$ cat config.mk
export PLATFORM = sky130hd
export DESIGN_NAME = stream_mux_arb
export DESIGN_NICKNAME = d
export VERILOG_FILES = /design/src/rtl/stream_mux_arb.sv
export SDC_FILE = /design/constraint.sdc
export NUM_CORES = 1
export LEC_CHECK = 0
export BUFFER_PORTS_ARGS = -buffer_cell sky130_fd_sc_hd__buf_2
export CAP_MARGIN = 30
export CORE_MARGIN = 1.5
export CORE_UTILIZATION = 45
export CTS_CLUSTER_SIZE = 28
export DETAILED_ROUTE_END_ITERATION = 8
export GPL_ROUTABILITY_DRIVEN = 0
export GPL_TIMING_DRIVEN = 0
export PLACE_DENSITY = 0.79
export SLEW_MARGIN = 20
export SYNTH_ARGS = -nofsm -noshare
export SYNTH_HDL_FRONTEND = slang
export SYNTH_SLANG_ARGS = --single-unit
$ cat constraint.sdc
create_clock -name clk -period 2.9 [get_ports clk]
set_input_delay 0.58 -clock clk [delete_from_list [all_inputs] [get_ports clk]]
set_output_delay 0.58 -clock clk [all_outputs]
set_load 0.02 [all_outputs]
$ cat src/rtl/stream_mux_arb.sv
// stream_mux_arb: M-to-1 valid/ready stream mux with round-robin or fixed-priority arbitration, 1-cycle registered output.
// Backpressure: while out_valid && !out_ready the output register holds and no input is granted.
module stream_mux_arb #(
    parameter int N = 8,
    parameter int M = 4,
    localparam int SELW = $clog2(M)
) (
    input  logic              clk,
    input  logic              rst_n,
    input  logic [M*N-1:0]    in_data,
    input  logic [M-1:0]      in_valid,
    output logic [M-1:0]      in_ready,
    input  logic              mode,
    output logic [N-1:0]      out_data,
    output logic              out_valid,
    input  logic              out_ready,
    output logic [SELW-1:0]   out_sel
);

    localparam logic [SELW-1:0] LAST = SELW'(M - 1);

    logic              load;
    logic              gnt_vld;
    logic              gnt_fire;
    logic [SELW-1:0]   gnt_idx;
    logic [SELW-1:0]   scan_idx;
    logic [N-1:0]      gnt_dat;

    logic [SELW-1:0]   ptr_q, ptr_d;
    logic [SELW-1:0]   out_sel_q, out_sel_d;
    logic [N-1:0]      out_data_q, out_data_d;
    logic              out_valid_q, out_valid_d;

    assign load = rst_n & (~out_valid_q | out_ready);

    // Single wrap-around scan; fixed priority is just a scan that starts at 0.
    always_comb begin
        gnt_vld  = 1'b0;
        gnt_idx  = '0;
        scan_idx = mode ? '0 : ptr_q;
        for (int i = 0; i < M; i++) begin
            if (!gnt_vld && in_valid[scan_idx]) begin
                gnt_vld = 1'b1;
                gnt_idx = scan_idx;
            end
            scan_idx = (scan_idx == LAST) ? '0 : scan_idx + 1'b1;
        end
        gnt_dat = in_data[gnt_idx*N +: N];
    end

    assign gnt_fire = load & gnt_vld;

    always_comb begin
        in_ready = '0;
        if (gnt_fire) begin
            in_ready[gnt_idx] = 1'b1;
        end
    end

    always_comb begin
        ptr_d       = ptr_q;
        out_sel_d   = out_sel_q;
        out_data_d  = out_data_q;
        out_valid_d = out_valid_q;
        if (gnt_fire) begin
            ptr_d = (gnt_idx == LAST) ? '0 : gnt_idx + 1'b1;
        end
        if (load) begin
            out_valid_d = gnt_vld;
            if (gnt_vld) begin
                out_data_d = gnt_dat;
                out_sel_d  = gnt_idx;
            end
        end
    end

    always_ff @(posedge clk) begin
        if (!rst_n) begin
            ptr_q       <= '0;
            out_sel_q   <= '0;
            out_data_q  <= '0;
            out_valid_q <= 1'b0;
        end else begin
            ptr_q       <= ptr_d;
            out_sel_q   <= out_sel_d;
            out_data_q  <= out_data_d;
            out_valid_q <= out_valid_d;
        end
    end

    assign out_data  = out_data_q;
    assign out_valid = out_valid_q;
    assign out_sel   = out_sel_q;

endmodule

Word-level counts from Yosys, hierarchy flattened
Cells that the tools add are included.
- bits in registers: 13
- input port bits: 40
- output and inout bits: 15
- word-level logic and storage cells: 55
- add/subtract/negate cells: 4
- magnitude comparators: 6
- eq/ne operators: 4
- shift-type cells: 1
- multiplexer cells: 24
- bitwise logic cells: 4
- reductions and logical operators: 8
- operator list (cell ; count):
    $shiftx 32x6->8 ; 1
    $mux 2 ; 9
    $lt 2x3->1 const B ; 5
    $mux 1 ; 9
    $add 2x1->2 const B ; 4
    $bmux 1 s2 ; 4
    $eq 2x2->1 const B ; 4
    $logic_and 1x1->1 ; 4
    $mux 4 ; 1
    $logic_not 1->1 ; 3
    $and 1x1->1 ; 2
    $demux 1 s2 ; 1
    $ge 2x1->1 const B ; 1
    $reduce_and 2->1 ; 1
    $not 1->1 ; 1
    $or 1x1->1 ; 1

Depth between registers and ports, before layout
Gate-level depths: netlist (run 1).
- word-level depth: 18
- mapped depth: 9
- mapped depth without buffers: 6

Worst setup path after synthesis (run 1)
No wires, ideal clock.
- path type: in2out
- start: input mode
- end: output in_ready[0]
- arrival time: 2.392 ns
- required time: 2.320 ns
- slack: -0.072 ns
- cell stages on the path: 7
- path buffers: 1
- cell sequence: buf_2 nor4bb_1 a211oi_1 a21boi_1 a21oi_2 or2_2 nor3_1
- longest elaborated chain between the ends: 18
- elaborated cells on any way between the ends: 39
- those cells by class: add/sub (3); order compare (2); eq/ne (3); mux (23); bitwise (1); reduce/logical (7)
- RTL lines (element ; RTL line ; source):
    start, declared ; 13 ; input logic mode,
    $mux 2 (*) ; 40 ; scan_idx = mode ? '0 : ptr_q;
    parallel branches: the longest is 16 deep, another holds $lt 2x3->1 ; - ;
    $mux 4 (*) ; 55 ; if (gnt_fire) begin
    end, declared ; 12 ; output logic [M-1:0] in_ready,
Every way passes the cells marked *. The select of a mux whose other input is x is not followed.

Final worst setup path (run 1)
Same ends and word-level chain as after synthesis.

==> flow_summary.toml, run 1 <==
[outcome]
status = "complete, no violations"

[synthesis]
synth-seq-cells = 13
ys_seq_area_frac = 0.2427
synth_area_per_cell_um2 = 8.718
ys_types = 36
synth_nets = 163
syn_area_mm2 = 0.001072
yosys_warnings = 0
synthCells = 123

[worst_setup_path]
critPathKind = "primary input to output port"
path_max_fanout = 10
cp-end-kind = "output port"
startpoint_type = "primary input"
critPathArrivalTime_ns = 2.27
worst-endpoint-required_ns = 2.32

[clock_network]
clk_path_buf_depth = 2
cts_tree = "done"
cts_made_buffers = 3
htreeDepth = 1
cts.clk_slew.worst_paths_ns = 0.08
cts_num_sinks = 13
insertion_delay_ns = 0.28
cts_root_buffer = "clkbuf_4"
holdBufCountCts = 0

[floorplan]
die_w_um = 51.82
die_height_um = 51.82
fp-row-count = 17
die_area_mm2 = 0.002685
start_util = 0.4801
io_pins = 55
core_area_mm2 = 0.002233

[power]
switchingPower_uw = 406.2
ir_drop_v = 0.0004019
p_int_uw = 552.7
leakagePower_uw = 0.0007701
clock_power_share = 0.119
pwr-share-seq = 0.274
power_uw = 958.9
sw_frac_of_total = 0.4236
powerDensity_mw_per_mm2 = 643.5
combPwrFrac = 0.607

[final_layout]
fill_cells = 185
num-nets-final = 222
finalNonFillerCells = 209
area_delta_synth_final_pct = 38.97
register_area_um2 = 261.5
antenna_cells = 0
multiInputGateArea_um2 = 797.0
final_cell_mix = "buf_2, mux2i_1, nand3_1, dfxtp_1"
final_common_cell = "buf_2"
drive_gt1_frac = 0.5138

[grt]
antenna_found_initial = 0
grt_pass1_vias = 1115
grt_max_degree = 11
grt_use_total = 0.2368
grt_first_pass_wirelength_um = 4871
overflow = 0

[timing]
setup_slack_ns = 0.04668
rsz0062_at_grt = "no"
worst_slew_pin_slew_ns = 0.4786
clock_skew_ns = 0.001719
tns_ns = 0
min_period_ns = 2.853
slew_headroom = 0.6809
hold_viol = 0
max_freq_ghz = 0.3505
drv_slew = 0
fin_crit_sh = 0.9839
setup-violations-final = 0

[route]
viasPerCell = 5.627
drt_iter0_drc = 27
drc = 0
postRouteAntennaNets = 0
dr.pass1.iters = 4
wl_per_cell_um = 14.32
vias = 1176
wl_um = 2992

[flow_run]
cap_violations = 0

[placement]
place_ws_ns = -0.2669
port_buffers = 52
dpl.hpwl_um = 2234
post-place-cells = 203

[worst_hold_path]
hold_class = "register to register"
sequential cells by signal, indices dropped and copies added, names as in the netlist:
register	cells
out_data	8
out_sel	2
ptr_q	2
out_valid	1
final cells by class:
| cell class | count | share of cell area |
|---|---|---|
| clock buffers | 4 | 0.01763 |
| multi-input cells | 98 | 0.5348 |
| repair buffers | 55 | 0.1965 |
| flip-flops and latches | 13 | 0.1755 |
| plain buffers | 9 | 0.04534 |
| inverters | 2 | 0.006717 |
| well taps | 28 | 0.02351 |
Yosys cell counts, drive strengths merged:
master,n,area [µm²]
nor2,6,22.52
or2b,1,7.510
nor3,1,5.000
nand2,5,18.77
mux2i,19,190.2
a21oi,7,42.54
a211oi,1,7.510
o211ai,9,107.6
nor4bb,2,20.02
dfxtp,13,260.3
nand4b,1,8.760
a22oi,1,7.510
a21o,2,15.01
o21ai,2,10.00
or4,8,60.06
o221ai,1,8.760
mux2,1,11.26
o21a,1,15.01
clkbuf,2,7.510
buf,8,51.29
a21boi,1,7.510
nor2b,4,25.02
o21bai,3,22.52
nand2b,1,6.260
or3b,2,17.52
inv,2,7.510
a31oi,1,6.260
nor3b,4,30.03
or2,2,12.51
nand3,12,60.06
what timing repair did:
action / CTS / global route
pin swaps: 2 / 2
resized for setup: 9 / 16
gates cloned: 0 / 0
setup buffers: 3 / 0
setup endpoints to repair: 4 / 4
cells by family (layout without fill, tap and decap cells):
family                 Yosys count  in the layout  share of synthesized area
muxes                           20             20                     0.1879
AOI/OAI and AO/OA               29             29                     0.2334
DFF                             13             13                     0.2427
and+or+nand+nor                 49             49                     0.2742
buffers and inverters           12             70                    0.06184
power groups by stage:
stage	logic (µW)	registers, µW	clock network, µW
2_1_floorplan	321	320	0
3_3_place_gp	502	265	0
3_5_place_dp	515	266	0
4_1_cts	551	262	116
5_1_grt	625	270	126
6_report	582	263	114
metrics by stage:
step,hold WS (ns),utilization,area (µm²)
4_1_cts,0.4635,0.6499,1451
5_1_grt,0.4938,0.6672,1490
3_3_place_gp,0.4439,0.6146,1373
6_report,0.4664,0.6672,1490
3_5_place_dp,0.4522,0.6146,1373
2_1_floorplan,0.5307,-,1077
per-layer routing:
layer / vias up / wire length (µm) / global-route usage / share of wire
met5: - / 0 / 0 / 0
met4: 0 / 24 / 0.06579 / 0.0080
met3: 4 / 146 / 0.03448 / 0.049
met2: 36 / 1570 / 0.4338 / 0.52
met1: 552 / 1250 / 0.2850 / 0.42
li1: 584 / - / - / -
worst max-delay path: stages:
cell     delay (ns)
buf_2          0.18
or3b_4         0.41
a21oi_2        0.17
nor3b_1        0.07
o21a_4         0.25
or2_4          0.26
nor3_2         0.18
buf_4          0.17
worst paths after layout:
path,slack (ns),cells past startpoint,end,startpoint
max,0.05,8,in_ready[0],mode
min,0.47,2,out_sel[1],out_sel[1]
max reg2reg,0.70,8,out_data[2],ptr_q[1]
min reg2reg,0.47,2,out_sel[1],out_sel[1]
Note: power is estimated with default switching activity, not from simulation.
==> inputs of run 2 (changes only) <==
- CORE_UTILIZATION: 45 -> 35
- PLACE_DENSITY: 0.79 -> unset
==> run 2 against run 1 <==
Effect of this change:
- critical path depth unchanged
- combinational power decreased by 3.4%
- clock skew grew 0.0026 ns
- sequential power is essentially flat
- core utilization fell by 14 points
- die area up 27%
- fmax is 2.3% higher
- non-clock buffer count up 2
- first-iteration DRC count down 41%
- cell count up 2.4%
- register-to-register slack hardly changed
- critical path type unchanged
- largest cell class unchanged
- highest routed layer unchanged
==> flow_summary.toml, run 2 (same netlist as run 1, synthesis figures left out) <==
[clock_network]
cts_num_sinks = 13
cts_made_buffers = 3
insertion_delay_ns = 0.28
holdBufCountCts = 0
cts.clk_slew.worst_paths_ns = 0.08
htreeDepth = 1
cts_root_buffer = "clkbuf_4"
cts_tree = "done"
clk_path_buf_depth = 2

[timing]
clock_skew_ns = 0.004280
fin_crit_sh = 0.9618
slew_headroom = 0.6831
min_period_ns = 2.789
setup_slack_ns = 0.1109
worst_slew_pin_slew_ns = 0.4754
max_freq_ghz = 0.3585
drv_slew = 0
setup-violations-final = 0
hold_viol = 0

[floorplan]
die_area_mm2 = 0.003405
fp-row-count = 19
io_pins = 55
core_area_mm2 = 0.002829
die_w_um = 58.35
die_height_um = 58.35
start_util = 0.3790

[worst_setup_path]
cp_slowest_stage_delay_ns = 0.41
critPathSlowestCell = "or3b_1"
critPathArrivalTime_ns = 2.21
reg2reg_setup_slack_ns = 0.70
cp_cell_sequence = "buf_2 -> or3b_1 -> a21oi_2 -> nor3b_1 -> o21a_4 -> or2_4 -> nor3_2 -> buf_4"
worst-endpoint-required_ns = 2.32
critPathKind = "primary input to output port"
path_max_fanout = 10
startpoint_type = "primary input"
timing.rr.start = "ptr_q[1]"
critPathLaunch = "mode"
cp-end-kind = "output port"

[route]
wl_um = 2838
wl_per_cell_um = 13.26
viasPerCell = 5.439
drc = 0
postRouteAntennaNets = 0
vias = 1164
dr.pass1.iters = 4
drt_iter0_drc = 16

[outcome]
status = "complete, no violations"

[final_layout]
num-nets-final = 224
largest_register_ffs = 8
fill_cells = 285
antenna_cells = 0
final_common_cell = "buf_2"
area_delta_synth_final_pct = 38.27
final_cell_mix = "buf_2, mux2i_1, nand3_1, dfxtp_1"
drive_gt1_frac = 0.4918

[placement]
place_ws_ns = -0.2494
port_buffers = 52
dpl.hpwl_um = 2237

[power]
leakagePower_uw = 0.0007742
ir_drop_v = 0.0002979
power_uw = 943.3
powerDensity_mw_per_mm2 = 636.2

[grt]
grt_max_degree = 20
grt_use_total = 0.1723
grt_pass1_vias = 1065
overflow = 0
grt_first_pass_wirelength_um = 4574
antenna_found_initial = 0

[worst_hold_path]
hold_class = "register to register"
hold_start = "out_sel[1]"

[flow_run]
cap_violations = 0
run 2: cell type report:
class	count	area (µm²)	area share
Inverter	2	7.507	0.005063
Timing Repair Buffer	58	307.8	0.2076
Clock buffer	4	26.28	0.01772
Tap cell	31	38.79	0.02616
Multi-Input combinational cell	98	779.5	0.5257
Buffer	8	58.81	0.03966
Sequential cell	13	264.0	0.1781
run 2: critical path, delay by kind of cell:
kind	cells	cell delay [ns]
simple gates	4	0.91
compound gates	2	0.41
buf+inv	2	0.32
run 2: what timing repair did:
| item | in CTS | in global routing |
|---|---|---|
| endpoints found under the setup margin | 4 | 4 |
| resized for setup | 9 | 7 |
| cloned | 0 | 1 |
| setup buffers | 2 | 3 |
| pin swaps | 1 | 1 |
run 2: per-layer routing:
metal	track usage	share of wire
met4	0.06312	0.0074
met5	0	0
met3	0.04176	0.051
met2	0.2809	0.49
met1	0.2204	0.45
run 2: report_power, final:
part           switching (µW)  internal (µW)  leakage [µW]
Sequential               29.2            236      0.000109
Combinational             305            257      0.000651
Clock                    62.7           53.3     0.0000150
Total                     397            546      0.000774
run 2: per-stage QoR:
stage | instance area, µm² | util | std cells | setup TNS [ns] | hold slack, ns
3_3_place_gp | 1376 | 0.4865 | 206 | -0.6715 | 0.4460
6_report | 1483 | 0.5241 | 214 | 0 | 0.4598
4_1_cts | 1438 | 0.5082 | 211 | 0 | 0.4655
5_1_grt | 1483 | 0.5241 | 214 | -0.003407 | 0.4815
2_1_floorplan | 1077 | - | 123 | 0 | 0.5307
3_5_place_dp | 1376 | 0.4865 | 206 | -0.8377 | 0.4530
run 2: final timing paths:
path / depth (start not counted) / end
setup / recovery: 8 / in_ready[0]
hold / removal: 2 / out_sel[1]
setup reg to reg: 8 / out_data[7]
hold reg to reg: 2 / out_sel[1]
